===== config.mk =====
export PLATFORM = sky130hd
export DESIGN_NAME = fetch_unit
export DESIGN_NICKNAME = d
export VERILOG_FILES = /design/src/rtl/pipe_pkg.sv /design/src/rtl/npc_mux.sv /design/src/rtl/fetch_unit.sv
export SDC_FILE = /design/constraint.sdc
export NUM_CORES = 1
export LEC_CHECK = 0
export BUFFER_PORTS_ARGS = -buffer_cell sky130_fd_sc_hd__buf_4
export CAP_MARGIN = 20
export CORE_MARGIN = 1.5
export CORE_UTILIZATION = 54
export CTS_BUF_LIST = sky130_fd_sc_hd__clkbuf_8
export CTS_CLUSTER_SIZE = 16
export DETAILED_ROUTE_END_ITERATION = 10
export PLACE_DENSITY = 0.86
export SLEW_MARGIN = 30
export SYNTH_ARGS = -nofsm -noshare
export SYNTH_HDL_FRONTEND = slang
export SYNTH_SLANG_ARGS = --single-unit

===== constraint.sdc =====
create_clock -name clock -period 4.1 [get_ports clock]
set_input_delay 0.615 -clock clock [delete_from_list [all_inputs] [get_ports clock]]
set_output_delay 0.615 -clock clock [all_outputs]
set_load 0.01 [all_outputs]

===== src/rtl/pipe_pkg.sv =====
// Shared definitions for the IF stage of the 5-stage pipeline.
// Covers next-PC select encodings, boot/NOP constants and the fetch FSM states.
package pipe_pkg;

    localparam int DATA_W = 32;

    localparam logic [1:0] PCSRC_SEQ = 2'b00;
    localparam logic [1:0] PCSRC_BR  = 2'b01;
    localparam logic [1:0] PCSRC_JR  = 2'b10;
    localparam logic [1:0] PCSRC_J   = 2'b11;

    localparam logic [31:0] RESET_PC = 32'hFFFF_FFFC;
    localparam logic [31:0] NOP_INST = 32'h0000_0000;

    typedef enum logic [1:0] {
        BOOT = 2'd0,
        REQ  = 2'd1,
        HOLD = 2'd2
    } fetch_state_t;

endpackage


===== src/rtl/npc_mux.sv =====
// Next-PC selection: pc+4 adder and 4:1 target mux driven by the ID-stage pcsrc.
module npc_mux
    import pipe_pkg::*;
#(
    parameter int DATA_W = 32
) (
    input  logic [DATA_W-1:0] pc,
    input  logic [1:0]        pcsrc,
    input  logic [DATA_W-1:0] bpc,
    input  logic [DATA_W-1:0] rpc,
    input  logic [DATA_W-1:0] jpc,
    output logic [DATA_W-1:0] pc4,
    output logic [DATA_W-1:0] npc
);

    // Wraps modulo 2^DATA_W, so the boot PC of all-ones-minus-3 steps to zero.
    assign pc4 = pc + DATA_W'(4);

    always_comb begin
        npc = pc4;
        case (pcsrc)
            PCSRC_SEQ: npc = pc4;
            PCSRC_BR:  npc = bpc;
            PCSRC_JR:  npc = rpc;
            PCSRC_J:   npc = jpc;
            default:   npc = pc4;
        endcase
    end

endmodule


===== src/rtl/fetch_unit.sv =====
// IF-stage controller: drives PC updates and the imem handshake, and owns the IF/ID
// register together with the hold buffer used while ID stalls.
//
// state | meaning
// BOOT  | first cycle after reset; step PC from the reset value to pc+4, no fetch
// REQ   | fetch outstanding at pc; accept, bubble or park the word on stall
// HOLD  | fetched word parked in the hold buffer until ID frees up
module fetch_unit
    import pipe_pkg::*;
#(
    parameter int                DATA_W   = 32,
    parameter logic [DATA_W-1:0] NOP_INST = pipe_pkg::NOP_INST
) (
    input  logic              clock,
    input  logic              reset_0,
    input  logic [DATA_W-1:0] pc,
    output logic [DATA_W-1:0] npc,
    output logic              wpc,
    output logic              imem_req,
    output logic [DATA_W-1:0] imem_addr,
    input  logic              imem_ready,
    input  logic [DATA_W-1:0] imem_rdata,
    input  logic [1:0]        pcsrc,
    input  logic [DATA_W-1:0] bpc,
    input  logic [DATA_W-1:0] rpc,
    input  logic [DATA_W-1:0] jpc,
    input  logic              stall_id,
    input  logic              flush,
    output logic [DATA_W-1:0] ifid_pc4,
    output logic [DATA_W-1:0] ifid_inst,
    output logic              ifid_valid
);

    fetch_state_t      state, state_nx;
    logic [1:0]        sel;
    logic [DATA_W-1:0] pc4;
    logic [DATA_W-1:0] hold_pc4, hold_inst;
    logic              take_mem, take_hold, bubble, cap_hold, kill;

    npc_mux #(.DATA_W(DATA_W)) u_npc_mux (
        .pc    (pc),
        .pcsrc (sel),
        .bpc   (bpc),
        .rpc   (rpc),
        .jpc   (jpc),
        .pc4   (pc4),
        .npc   (npc)
    );

    assign imem_addr = pc;

    always_ff @(posedge clock or negedge reset_0) begin
        if (!reset_0) state <= BOOT;
        else          state <= state_nx;
    end

    always_comb begin
        state_nx  = state;
        sel       = pcsrc;
        wpc       = 1'b0;
        imem_req  = 1'b0;
        take_mem  = 1'b0;
        take_hold = 1'b0;
        bubble    = 1'b0;
        cap_hold  = 1'b0;
        kill      = 1'b0;
        case (state)
            BOOT: begin
                // State is forced to BOOT while reset is low, so gating here keeps wpc quiet in reset.
                sel      = PCSRC_SEQ;
                wpc      = reset_0;
                state_nx = REQ;
            end
            REQ: begin
                imem_req = 1'b1;
                if (flush) begin
                    wpc    = 1'b1;
                    kill   = 1'b1;
                    bubble = 1'b1;
                end else if (imem_ready && !stall_id) begin
                    wpc      = 1'b1;
                    take_mem = 1'b1;
                end else if (imem_ready && stall_id) begin
                    cap_hold = 1'b1;
                    state_nx = HOLD;
                end else if (!stall_id) begin
                    bubble = 1'b1;
                end
            end
            HOLD: begin
                if (flush) begin
                    wpc      = 1'b1;
                    kill     = 1'b1;
                    bubble   = 1'b1;
                    state_nx = REQ;
                end else if (!stall_id) begin
                    wpc       = 1'b1;
                    take_hold = 1'b1;
                    state_nx  = REQ;
                end
            end
            default: state_nx = BOOT;
        endcase
    end

    always_ff @(posedge clock or negedge reset_0) begin
        if (!reset_0) begin
            ifid_pc4   <= '0;
            ifid_inst  <= NOP_INST;
            ifid_valid <= 1'b0;
        end else if (bubble) begin
            ifid_inst  <= NOP_INST;
            ifid_valid <= 1'b0;
        end else if (take_mem) begin
            ifid_pc4   <= pc4;
            ifid_inst  <= imem_rdata;
            ifid_valid <= 1'b1;
        end else if (take_hold) begin
            ifid_pc4   <= hold_pc4;
            ifid_inst  <= hold_inst;
            ifid_valid <= 1'b1;
        end
    end

    always_ff @(posedge clock or negedge reset_0) begin
        if (!reset_0) begin
            hold_pc4  <= '0;
            hold_inst <= NOP_INST;
        end else if (kill) begin
            hold_pc4  <= '0;
            hold_inst <= NOP_INST;
        end else if (cap_hold) begin
            hold_pc4  <= pc4;
            hold_inst <= imem_rdata;
        end
    end

endmodule


==> results of run 1 <==
==> worst max-delay path: stages <==
cell	delay, ps
sky130_fd_sc_hd__buf_4	160
sky130_fd_sc_hd__ha_1	200
sky130_fd_sc_hd__nand3_1	310
sky130_fd_sc_hd__nor3_1	550
sky130_fd_sc_hd__nand2_1	190
sky130_fd_sc_hd__xnor2_1	230
sky130_fd_sc_hd__mux4_2	490
sky130_fd_sc_hd__buf_4	160
==> final timing paths <==
path                                    startpoint                       end  slack [ps]  depth (start not counted)
setup reg to reg              state[1]$_DFFE_PN0P_  ifid_inst[9]$_DFFE_PN0P_        1490                          7
min in group clock                   imem_rdata[7]  hold_inst[7]$_DFFE_PN0P_         400                          2
hold reg to reg            ifid_pc4[7]$_DFFE_PN0P_   ifid_pc4[7]$_DFFE_PN0P_         480                          2
max in group asynchronous                  reset_0  ifid_pc4[11]$_DFFE_PN0P_        2910                          2
setup / recovery                             pc[2]                   npc[20]         580                          8
hold / removal                             reset_0  hold_inst[7]$_DFFE_PN0P_         130                          1
==> registers in the layout (all words and copies together) (netlist names) <==
register    cells
hold_pc4       32
hold_inst      32
ifid_valid      1
ifid_inst      32
state           2
ifid_pc4       32
==> cells in the final DEF, fill, tap and decap left out, types with 11 or more instances in the layout <==
master	instances
sky130_fd_sc_hd__inv_1	11
sky130_fd_sc_hd__buf_4	305
sky130_fd_sc_hd__xor2_1	16
sky130_fd_sc_hd__nor2_1	75
sky130_fd_sc_hd__mux4_2	17
sky130_fd_sc_hd__dfrtp_1	131
sky130_fd_sc_hd__o21ai_0	54
sky130_fd_sc_hd__nand2_1	140
sky130_fd_sc_hd__a22o_1	45
sky130_fd_sc_hd__a311oi_1	33
sky130_fd_sc_hd__nand3_1	17
sky130_fd_sc_hd__clkbuf_8	17
sky130_fd_sc_hd__a21oi_1	18
==> power breakdown <==
part | switching [mW] | internal (mW)
registers | 0.241 | 1.72
clock network | 0.523 | 0.656
logic | 1.29 | 1.17
==> cell usage after synthesis, drive strengths merged (3+ instances only) <==
library cell and n:
nand2 141, a22oi 7, clkbuf 46, o22ai 10, nand3 17, mux4 17
and3 6, nor2 75, buf 40, a31oi 4, dfrtp 131, a21oi 19
xor2 16, nor2b 3, o211ai 4, inv 10, o21ai 55, a22o 46
nand4 11, and2 4, or2 3, nor3 8, o221ai 6, mux2i 6
xnor2 10, nor4 7, a21boi 3, a311oi 33, ha 6
==> logic make-up (layout without fill, tap and decap cells) <==
group                      Yosys count  after routing  share of synthesized area, %
xor gates and xnor gates            26             26                          3.20
muxes                               23             23                          6.23
adders and majority gates            6              6                          1.06
AOI/OAI and AO/OA                  195            195                          19.3
buffers and inverters               96            349                          6.79
DFF                                131            131                          46.1
and+or+nand+nor                    281            281                          17.3
==> metal layers <==
metal | wire length, µm | global-route usage (%)
met4 | 904 | 15.4
met1 | 8950 | 41.4
met3 | 1690 | 8.04
met5 | 0 | 0
met2 | 11100 | 53.4
==> through the flow <==
stage / area (µm²) / utilization [%]
after floorplan: 7110 / -
after global placement: 9220 / 72.4
after detailed placement: 9240 / 72.6
after CTS: 9670 / 76.0
after global routing: 9670 / 76.0
final: 9670 / 76.0
==> cell type report <==
| type | count | share of cell area [%] |
|---|---|---|
| Inverter | 10 | 0.388 |
| Timing Repair Buffer | 308 | 24.1 |
| Clock buffer | 17 | 2.42 |
| Multi-Input combinational cell | 531 | 35.0 |
| Tap cell | 172 | 2.23 |
| Clock inverter | 14 | 1.97 |
| Sequential cell | 131 | 33.9 |
==> metrics.md, run 1 <==
| Metric | Value |
|---|---|
| Run status | finished, final reports clean |
| CTS H-tree depth | 4 |
| Insertion delay to the later sink of the worst-skew pair | 450 ps |
| Shortest period the worst path allows | 3520 ps |
| Clock buffer depth | 2 |
| Maximum capacitance violations | 0 |
| Highest Clock Rate | 0.284 GHz |
| Vias per std cell | 5.88 |
| Post-synth net total | 931 |
| Total power | 5.59 mW |
| Area of combinational cells with multiple inputs | 3380 µm² |
| Total I/O pin count | 298 |
| Number of synthesized register bits | 131 |
| Via count of the first global-routing pass | 6833 |
| Buffers inserted during post-CTS setup optimization | 0 |
| Post-route antenna net violation count | 0 |
| Die Span X | 118 µm |
| Endpoint class of the critical path | primary output |
| # resized after CTS | 0 |
| Worst Path Arrival | 2900 ps |
| Pin count of the biggest net entering global routing | 77 |
| Placed wire-length estimate after detailed placement | 16400 µm |
| Hold Slack | 126 ps |
| Final worst-path cycle share | 85.8% |
| Leading area contributor after synthesis | sky130_fd_sc_hd__dfrtp_1 |
| Classification of the worst-slack hold path | input port to asynchronous set/reset pin |
| Worst clock skew | 6.32 ps |
| Static Leakage | 4.54 nW |
| Most common flop cell mapped by yosys | sky130_fd_sc_hd__dfrtp_1 |
| Share of synthesized flip-flops with an asynchronous set or reset | 100% |
| Yosys warning total | 0 |
| Highest fanout seen on the critical path | 7 |
| Clock buffer count from CTS | 17 |
| Sequential cell area | 3280 µm² |
| Count of routing violations after the opening detailed-route iteration | 739 |
| Post-Syn Area per Cell | 9.38 µm² |
| Worst-path clk slew | 80 ps |
| Cell area after synthesis | 7110 µm² |
| Layout area overhead | 36.0% |
| Startpoint type of the worst setup path | input port |
| Vias after detailed routing | 6955 |
| Areal power density over the cells | 578 nW/µm² |
| Nets | 1172 |
| Floorplan Core Area | 12700 µm² |
| Worst setup slack after placement | 637 ps |
| Floorplan die height | 118 µm |
| Endpoints failing setup | 0 |
| Area enclosed by the die boundary | 13900 µm² |
| Unique cell type count in the Yosys netlist | 48 |
| Worst supply voltage drop on vdd | 267 µV |
| Clk root buf | sky130_fd_sc_hd__clkbuf_8 |
| Number of iterations in the first detailed-routing pass | 6 |
| FP Rows | 41 |
| Fraction of layout instances using a drive strength above 1 | 36.4% |
| Wire length of the first global-routing pass | 35700 µm |
| Biggest area contributors in the synthesized netlist | sky130_fd_sc_hd__dfrtp_1, sky130_fd_sc_hd__nand2_1, sky130_fd_sc_hd__a22o_1, sky130_fd_sc_hd__mux4_2, sky130_fd_sc_hd__a311oi_1 |
| Antenna violations before repair | 0 |
| Unrepaired setup endpoints after global routing | no |
| EDFF count, synth | 0 |
| TritonCTS clock tree | done |
| Hold-fix buffer count after cts | 0 |
| Fillers | 979 |
| # DRC | 0 |
| Global route total overflow | 0 |
| Total negative slack for setup checks | 0 ps |
| Worst path required time | 3480 ps |
| Overall fraction of global-route tracks in use | 32.8% |
| Critical path class | input port to primary output |
| Number of hold violations in the final report | 0 |
| Final non-filler cell total | 1183 |
| Sequential fraction of the synthesis area | 46.1% |
| Final Worst Setup Slack | 582 ps |
| Routability congestion estimate from global placement | 0.927 |
| Detailed-route wire length | 22700 µm |
| Per-cell routed wire length | 19.2 µm |
| Worst-case headroom to the max-slew limit | 39.1% |
| Number of diodes added for antenna fixing | 0 |
| Effective utilization at floorplan | 55.9% |
| Top cell type's share of synthesized area | 46.1% |
| Count of buffers from port buffering | 297 |
| Actual slew at the worst max-slew pin | 913 ps |
| Number of instances in the placed design | 1152 |
| Number of sinks on the clock net | 131 |
| Synthesized instance count | 758 |
| Pins over their slew limit | 0 |
Power figures use the tool's default switching activity.
==> run 2, diff against run 1 <==
Settings changed: PLACE_DENSITY 0.86 to 0.85, SYNTH_HIERARCHICAL set to 1.
==> metrics.md, run 2 <==
| Metric | Value |
|---|---|
| Per-cell routed wire length | 22.2 µm (+16%) |
| Die Span X | 120 µm (+2.0%) |
| Pins over their slew limit | 0 (unchanged) |
| Via count of the first global-routing pass | 6292 (-7.9%) |
| Effective utilization at floorplan | 55.7% (-0.20 points) |
| Mux contribution to synthesized area | 25.2% (+19 points) |
| Worst-path clk slew | 80 ps (about the same) |
| Cell at the slowest stage of the critical path | sky130_fd_sc_hd__nor2b_4 |
| Top cells by instance count after synthesis | sky130_fd_sc_hd__dfrtp_1, sky130_fd_sc_hd__a22o_1, sky130_fd_sc_hd__mux2_2 |
| Critical path class | flop to primary output |
| R2r setup slk | 1260 ps (-230 ps) |
| Shortest period the worst path allows | 3470 ps (-45.7 ps) |
| Global Route met2 Usage | 50.8% (-2.6 points) |
| Met1 global-route usage | 38.6% (-2.8 points) |
| Total negative slack for setup checks | 0 ps (unchanged) |
| Number of sinks on the clock net | 131 (unchanged) |
| Floorplan Core Area | 13300 µm² (+4.5%) |
| Clk root buf | sky130_fd_sc_hd__clkbuf_8 |
| Fraction of layout instances using a drive strength above 1 | 53.4% (+17 points) |
| Fraction of power consumed by combinational cells | 43.3% (-0.6 points) |
| Classification of the worst-slack hold path | input port to asynchronous set/reset pin |
| # DRC | 0 (unchanged) |
| Number of iterations in the first detailed-routing pass | 5 (-1) |
| Antenna violations before repair | 0 (unchanged) |
| Pin count of the biggest net entering global routing | 78 (+1.3%) |
| Worst clock skew | 4.62 ps (-1.70 ps) |
| Clock buffer depth | 2 (unchanged) |
| Count of routing violations after the opening detailed-route iteration | 611 (-17%) |
| Highest fanout seen on the critical path | 20 (+13) |
| Most frequent cells in the layout | sky130_fd_sc_hd__buf_4, sky130_fd_sc_hd__dfrtp_1, sky130_fd_sc_hd__a22o_1, sky130_fd_sc_hd__mux2_2, sky130_fd_sc_hd__mux2i_1 |
| Vias per std cell | 6.04 (+2.7%) |
| Simple-gate area share of the yosys netlist | 5.64% (-12 points) |
| Areal power density over the cells | 539 nW/µm² (-6.8%) |
| Area enclosed by the die boundary | 14400 µm² (+4.0%) |
| Synthesized-area fraction occupied by xor and xnor cells | 3.31% (+0.11 points) |
| Seq pwr share | 34.3% (-0.7 points) |
| Hold Slack | 108 ps (-18.2 ps) |
| Top cell type's share of synthesized area | 44.3% (-1.8 points) |
| Wire length of the first global-routing pass | 34300 µm (-3.9%) |
| Maximum cell stage delay along the critical path | 480 ps (-70 ps) |
| Routability congestion estimate from global placement | 0.934 (+0.79%) |
| TritonCTS clock tree | done |
| Endpoints failing setup | 0 (unchanged) |
| Unique cell type count in the Yosys netlist | 47 (-2.1%) |
| Synth Area in Adders | 1.01% (-0.042 points) |
| Commonest non-fill, non-tap cell in the layout | sky130_fd_sc_hd__buf_4 |
| M3 GR Usage | 9.27% (+1.2 points) |
| Static Leakage | 4.77 nW (+5.1%) |
| Worst setup slack after placement | 777 ps (+140 ps) |
| CTS H-tree depth | 4 (unchanged) |
| Endpoint class of the critical path | primary output |
| Clock buffer count from CTS | 17 (unchanged) |
| Switching Share | 34.2% (-2.5 points) |
| FP Rows | 42 (+2.4%) |
| Cell area after synthesis | 7400 µm² (+4.1%) |
| Capturing point of the worst reg2reg path | ifid_inst[3]$_DFFE_PN0P_ |
| Layout area overhead | 34.1% |
| Floorplan die height | 120 µm (+2.0%) |
| Worst Path Arrival | 2860 ps (-40 ps) |
| Biggest area contributors in the synthesized netlist | sky130_fd_sc_hd__dfrtp_1, sky130_fd_sc_hd__mux4_2, sky130_fd_sc_hd__a22o_1, sky130_fd_sc_hd__mux2_2, sky130_fd_sc_hd__mux2_4 |
| Worst supply voltage drop on vdd | 281 µV (+4.9%) |
| Actual slew at the worst max-slew pin | 948 ps (+34.8 ps) |
| Insertion delay to the later sink of the worst-skew pair | 440 ps (about the same) |
| Fillers | 895 (-8.6%) |
| Detailed-route wire length | 22200 µm (-2.1%) |
| GRT busiest layer | met2 |
| Post-route antenna net violation count | 0 (unchanged) |
| Leading area contributor after synthesis | sky130_fd_sc_hd__dfrtp_1 |
| Final core utilization | 74.7% (-1.3 points) |
| Number of synthesized register bits | 131 (unchanged) |
| # resized after CTS | 0 (unchanged) |
| Startpoint type of the worst setup path | flop |
| Maximum capacitance violations | 0 (unchanged) |
| Worst path required time | 3480 ps (about the same) |
| Hold-fix buffer count after cts | 0 (unchanged) |
| Unrepaired setup endpoints after global routing | no |
| Post-synth net total | 736 (-21%) |
| Total I/O pin count | 298 (unchanged) |
| Worst-case headroom to the max-slew limit | 36.8% (-2.3 points) |
| Nets | 987 (-16%) |
| Sequential fraction of the synthesis area | 44.3% (-1.8 points) |
| Synthesized instance count | 563 (-26%) |
| Count of buffers from port buffering | 297 (unchanged) |
| Post-Syn Area per Cell | 13.1 µm² (+40%) |
| Number of diodes added for antenna fixing | 0 (unchanged) |
| Most common cell in the netlist | sky130_fd_sc_hd__dfrtp_1 |
| Reg2reg path depth | 6 (-1) |
| Placed wire-length estimate after detailed placement | 16400 µm (+0.20%) |
| Number of hold violations in the final report | 0 (unchanged) |
| Share of synthesized flip-flops with an asynchronous set or reset | 100% (unchanged) |
| Combinational family with the most area after synthesis | multiplexers |
| Final worst-path cycle share | 84.7% (-1.1 points) |
| Yosys warning total | 6 (+6) |
| Worst R2R Start | state[1]$_DFFE_PN0P_ |
| Buffers inserted during post-CTS setup optimization | 0 (unchanged) |
| Overall fraction of global-route tracks in use | 31.4% (-1.4 points) |
| Global route total overflow | 0 (unchanged) |
| Cell Chain, Critical Path | inv_1, ha_1, nor2b_4, buf_4, nand2b_1, o211ai_1, o221ai_1, buf_4 |
| Final Worst Setup Slack | 627 ps (+45.7 ps) |
| Highest Clock Rate | 0.288 GHz (+1.3%) |
| Switching power total | 1.83 mW (-11%) |
| Fraction of the mapped netlist area in compound gates | 13.5% (-5.8 points) |
| Run status | finished, final reports clean |
| Internal Power | 3.52 mW (-0.58%) |
| Clock group share of total power | 22.4% (+1.3 points) |
| EDFF count, synth | 0 (unchanged) |
| Vias after detailed routing | 6052 (-13%) |
| CP dominant cell by count | sky130_fd_sc_hd__buf_4 |
| Most common flop cell mapped by yosys | sky130_fd_sc_hd__dfrtp_1 |
## run 2: changes by cell type after synthesis, sizes merged, moves of 12 or more
cell | previous run | this run
a21oi | 19 | 7
a22o | 46 | 64
a311oi | 33 | 0
buf | 40 | 64
clkbuf | 46 | 11
mux2 | 0 | 65
mux2i | 6 | 33
mux4 | 17 | 31
nand2 | 141 | 9
nor2 | 75 | 8
o21ai | 55 | 4
o2bb2ai | 0 | 32
xnor2 | 10 | 23
## run 2: metal layers
metal / wire length (µm) / part of all wire, % / up-vias
met3: 1920 / 8.6 / 58
met5: 0 / 0 / -
li1: - / - / 2624
met1: 8400 / 38 / 3025
met4: 835 / 3.8 / 0
met2: 11000 / 50 / 345
## run 2: worst max-delay path: cells and delay by family, from the launching register on
| kind | cells | cell delay (ps) |
|---|---|---|
| buffers and inverters | 3 | 680 |
| and+or+nand+nor | 2 | 570 |
| AOI/OAI and AO/OA | 2 | 420 |
| DFF | 1 | 420 |
| adders and majority gates | 1 | 310 |
## run 2: stage by stage
| step | power (mW) | cells | cell area (µm²) |
|---|---|---|---|
| after floorplan | 3.18 | 563 | 7400 |
| after global placement | 4.07 | 971 | 9490 |
| after detailed placement | 4.16 | 971 | 9490 |
| after CTS | 5.37 | 1002 | 9920 |
| after global routing | 5.62 | 1002 | 9930 |
| final | 5.35 | 1002 | 9930 |
## run 2: power by group through the flow
stage	combinational [mW]	sequential [mW]	clock [mW]
final	2.32	1.84	1.20
after detailed placement	2.31	1.85	0
after global routing	2.47	1.87	1.28
after floorplan	1.30	1.87	0
after CTS	2.32	1.83	1.22
after global placement	2.24	1.83	0
## run 2: kinds of logic after synthesis
group | after synthesis
flip-flops | 131
multiplexers | 129
AO/OA/AOI/OAI | 118
buffers and inverters | 83
AND/OR/NAND/NOR | 68
XOR/XNOR | 28
adder cells (fa/ha/maj) | 6
## run 2: worst max-delay path by stage
| stage | start | to | slack, ps | cells after the start |
|---|---|---|---|---|
| after floorplan | pc[2] | npc[18] | 1380 | 6 |
| after global placement | pc[4] | npc[31] | 870 | 7 |
| after detailed placement | pc[2] | npc[24] | 780 | 8 |
| after CTS | state[0]$_DFFE_PN0P_ | npc[28] | 660 | 8 |
| after global routing | state[0]$_DFFE_PN0P_ | npc[28] | 510 | 8 |
| final | state[0]$_DFFE_PN0P_ | npc[28] | 630 | 8 |
## run 2: final cells by class
cell class	count	area, µm²	area share (%)
Sequential cell	131	3280	33.0
Multi-Input combinational cell	349	3640	36.7
Tap cell	176	220	2.22
Clock inverter	13	186	1.88
Inverter	8	30.0	0.303
Clock buffer	18	248	2.50
Timing Repair Buffer	307	2320	23.4
==> run 3, diff against run 2 <==
Settings changed: ABC_AREA set to 1, CORE_UTILIZATION 54 to 52, PLACE_DENSITY 0.85 to 0.81.
Clock period 4.1 ns to 3.41 ns, I/O delays scaled along.
==> metrics.md, run 3 <==
| Metric | Value |
|---|---|
| Clock group share of total power | 21.5% (-0.9 points) |
| Shortest period the worst path allows | 3160 ps |
| Overall fraction of global-route tracks in use | 31.4% (about the same) |
| Commonest non-fill, non-tap cell in the layout | sky130_fd_sc_hd__nand2_1 |
| Yosys warning total | 6 (unchanged) |
| # DRC | 0 (unchanged) |
| Areal power density over the cells | 654 nW/µm² (+21%) |
| Floorplan Core Area | 15100 µm² (+14%) |
| Capturing point of the worst reg2reg path | ifid_pc4[19]$_DFFE_PN0P_ |
| Clock buffer count from CTS | 17 (unchanged) |
| Nets | 1588 (+61%) |
| Biggest area contributors in the synthesized netlist | sky130_fd_sc_hd__dfrtp_1, sky130_fd_sc_hd__nand2_1, sky130_fd_sc_hd__o21ai_0, sky130_fd_sc_hd__inv_1, sky130_fd_sc_hd__buf_4 |
| Worst-path clk slew | 80 ps (about the same) |
| Maximum capacitance violations | 0 (unchanged) |
| Die Span X | 127 µm (+6.1%) |
| Post-synth net total | 1345 (+83%) |
| Reg2reg path depth | 10 (+4) |
| Post-route antenna net violation count | 0 (unchanged) |
| Worst path required time | 2900 ps (-580 ps) |
| Cell Chain, Critical Path | inv_1, ha_1, nor2_1, inv_1, nor2_2, buf_4, a22o_1, a21oi_1, o21ai_0, buf_4 |
| Critical Path Source | state[0]$_DFFE_PN0P_ |
| Total negative slack for setup checks | 0 ps (unchanged) |
| Layout area overhead | 32.4% |
| Post-Syn Area per Cell | 6.87 µm² (-48%) |
| Number of iterations in the first detailed-routing pass | 7 (+2) |
| Seq pwr share | 33.6% (-0.7 points) |
| Clk root buf | sky130_fd_sc_hd__clkbuf_8 |
| Most common flop cell mapped by yosys | sky130_fd_sc_hd__dfrtp_1 |
| Pin count of the biggest net entering global routing | 132 (+69%) |
| CTS H-tree depth | 4 (unchanged) |
| R2r setup slk | 920 ps (-340 ps) |
| Pins over their slew limit | 0 (unchanged) |
| Leading area contributor after synthesis | sky130_fd_sc_hd__dfrtp_1 |
| Buffers inserted during post-CTS setup optimization | 0 (unchanged) |
| Area enclosed by the die boundary | 16200 µm² (+13%) |
| Cell at the slowest stage of the critical path | sky130_fd_sc_hd__dfrtp_1 |
| Static Leakage | 5.84 nW (+22%) |
| Antenna violations before repair | 1 (+1) |
| Vias after detailed routing | 8329 (+38%) |
| Effective utilization at floorplan | 53.1% (-2.6 points) |
| Number of sinks on the clock net | 131 (unchanged) |
| Top cells by instance count after synthesis | sky130_fd_sc_hd__nand2_1, sky130_fd_sc_hd__dfrtp_1, sky130_fd_sc_hd__o21ai_0 |
| Fraction of power consumed by combinational cells | 44.8% (+1.5 points) |
| Most common cell in the netlist | sky130_fd_sc_hd__nand2_1 |
| Highest Clock Rate | 0.317 GHz |
| Internal Power | 4.29 mW (+22%) |
| Via count of the first global-routing pass | 7951 (+26%) |
| Hold Slack | 186 ps (+77.8 ps) |
| Endpoint class of the critical path | primary output |
| Per-cell routed wire length | 15.6 µm (-30%) |
| Switching power total | 2.68 mW (+46%) |
| Actual slew at the worst max-slew pin | 686 ps (-262 ps) |
| Critical path class | flop to primary output |
| Share of synthesized flip-flops with an asynchronous set or reset | 100% (unchanged) |
| Detailed-route wire length | 25200 µm (+14%) |
| Unique cell type count in the Yosys netlist | 28 (-40%) |
| Worst Path Arrival | 2650 ps (-210 ps) |
| Placed wire-length estimate after detailed placement | 18400 µm (+12%) |
| Vias per std cell | 5.15 (-15%) |
| Final worst-path cycle share | 92.7% |
| Worst clock skew | 8.82 ps (+4.20 ps) |
| Count of routing violations after the opening detailed-route iteration | 689 (+13%) |
| Unrepaired setup endpoints after global routing | no |
| FP Rows | 45 (+7.1%) |
| Worst-case headroom to the max-slew limit | 54.3% (+17 points) |
| Routability congestion estimate from global placement | 1.02 (+8.9%) |
| Capturing element of the worst setup path | npc[9] |
| Worst R2R Start | state[0]$_DFFE_PN0P_ |
| TritonCTS clock tree | done |
| Insertion delay to the later sink of the worst-skew pair | 440 ps (about the same) |
| Endpoints failing setup | 0 (unchanged) |
| EDFF count, synth | 0 (unchanged) |
| Cell area after synthesis | 8050 µm² (+8.7%) |
| Count of buffers from port buffering | 297 (unchanged) |
| Maximum cell stage delay along the critical path | 420 ps (-60 ps) |
| Global route total overflow | 0 (unchanged) |
| Startpoint type of the worst setup path | flop |
| Highest fanout seen on the critical path | 32 (+60%) |
| Synthesized instance count | 1172 (+110%) |
| Run status | finished, final reports clean |
| Switching Share | 38.5% (+4.3 points) |
| Worst supply voltage drop on vdd | 248 µV (-12%) |
| Number of synthesized register bits | 131 (unchanged) |
| Sequential fraction of the synthesis area | 40.7% (-3.5 points) |
| Top cell type's share of synthesized area | 40.7% (-3.5 points) |
| Most frequent cells in the layout | sky130_fd_sc_hd__nand2_1, sky130_fd_sc_hd__buf_4, sky130_fd_sc_hd__dfrtp_1, sky130_fd_sc_hd__o21ai_0, sky130_fd_sc_hd__inv_1 |
| Total I/O pin count | 298 (unchanged) |
| Floorplan die height | 127 µm (+6.1%) |
| Number of hold violations in the final report | 0 (unchanged) |
| Classification of the worst-slack hold path | input port to asynchronous set/reset pin |
| Wire length of the first global-routing pass | 40000 µm (+17%) |
| Fraction of layout instances using a drive strength above 1 | 26.1% (-27 points) |
| Clock buffer depth | 2 (unchanged) |
-- run 3: changes by cell type in the layout (fill, tap and decap cells not counted), sizes merged, moves of 31 or more --
cell	before	now
nand3	13	54
a22o	64	19
o21ai	4	103
inv	9	103
mux4	31	0
nor2	8	46
mux2i	33	0
nand2	9	560
o2bb2ai	32	0
mux2	65	0
-- run 3: worst max-delay path: cells and delay by family, from the launching register on --
kind / cells / cell delay [ps]
adder cells (fa/ha/maj): 1 / 280
buffers and inverters: 4 / 720
flip-flops: 1 / 420
AND/OR/NAND/NOR: 2 / 410
AO/OA/AOI/OAI: 3 / 370
-- run 3: per-stage QoR --
step	area (µm²)	util [%]	power, mW	worst slack [ps]	std cells
after CTS	10600	70.3	7.00	183	1615
after global placement	10200	67.3	5.40	762	1584
after floorplan	8050	-	4.03	1240	1172
after detailed placement	10200	67.3	5.48	672	1584
after global routing	10700	70.3	7.44	120	1616
final	10700	70.3	6.97	250	1616
-- run 3: cells by family (layout without fill, tap and decap cells) --
logic type	after synthesis	count (layout)	synth area share, %
AOI/OAI and AO/OA	151	151	10.4
xor gates and xnor gates	15	15	2.01
adders and majority gates	6	6	0.933
buffers and inverters	192	447	11.3
DFF	131	131	40.7
other	0	1	0
and+or+nand+nor	677	677	34.6
-- run 3: timing repair --
item / 4_1_cts / 5_1_grt
endpoints found under the setup margin: 0 / 15
hold buffers: 0 / 0
gates resized for setup: 0 / 1
-- run 3: routing by layer --
metal	wire, µm	GRT usage [%]	vias up
met5	0	0	-
met4	636	10.6	0
met3	1970	6.03	34
met2	12200	52.1	385
met1	10400	41.3	3820
li1	-	-	4090
-- run 3: how the worst min path moves through the flow --
| stage | from | end | slack, ps | depth (start not counted) |
|---|---|---|---|---|
| finish | reset_0 | ifid_inst[27]$_DFFE_PN0P_ | 190 | 2 |
| global route | reset_0 | ifid_inst[29]$_DFFE_PN0P_ | 230 | 2 |
| CTS | reset_0 | ifid_inst[26]$_DFFE_PN0P_ | 210 | 2 |
| detailed placement | ifid_inst[8]$_DFFE_PN0P_ | ifid_inst[8]$_DFFE_PN0P_ | 490 | 2 |
| global placement | ifid_inst[17]$_DFFE_PN0P_ | ifid_inst[17]$_DFFE_PN0P_ | 480 | 2 |
| floorplan | reset_0 | hold_inst[0]$_DFFE_PN0P_ | 220 | 0 |
-- run 3: final cells by class --
class	instances	area (µm²)
tap	188	235
multi-input combinational	849	3890
sequential	131	3280
timing repair buffer	312	2400
antenna	1	2.50
fill	1327	4500
clock buffer	18	248
inverter	104	390
clock inverter	13	209
-- run 3: power groups by stage --
stage                     Sequential [mW]  Clock, mW  Combinational [mW]
after floorplan                      2.45          0                1.58
after global placement               2.35          0                3.05
after detailed placement             2.37          0                3.11
after CTS                            2.34       1.52                3.13
after global routing                 2.40       1.59                3.45
final                                2.34       1.50                3.12
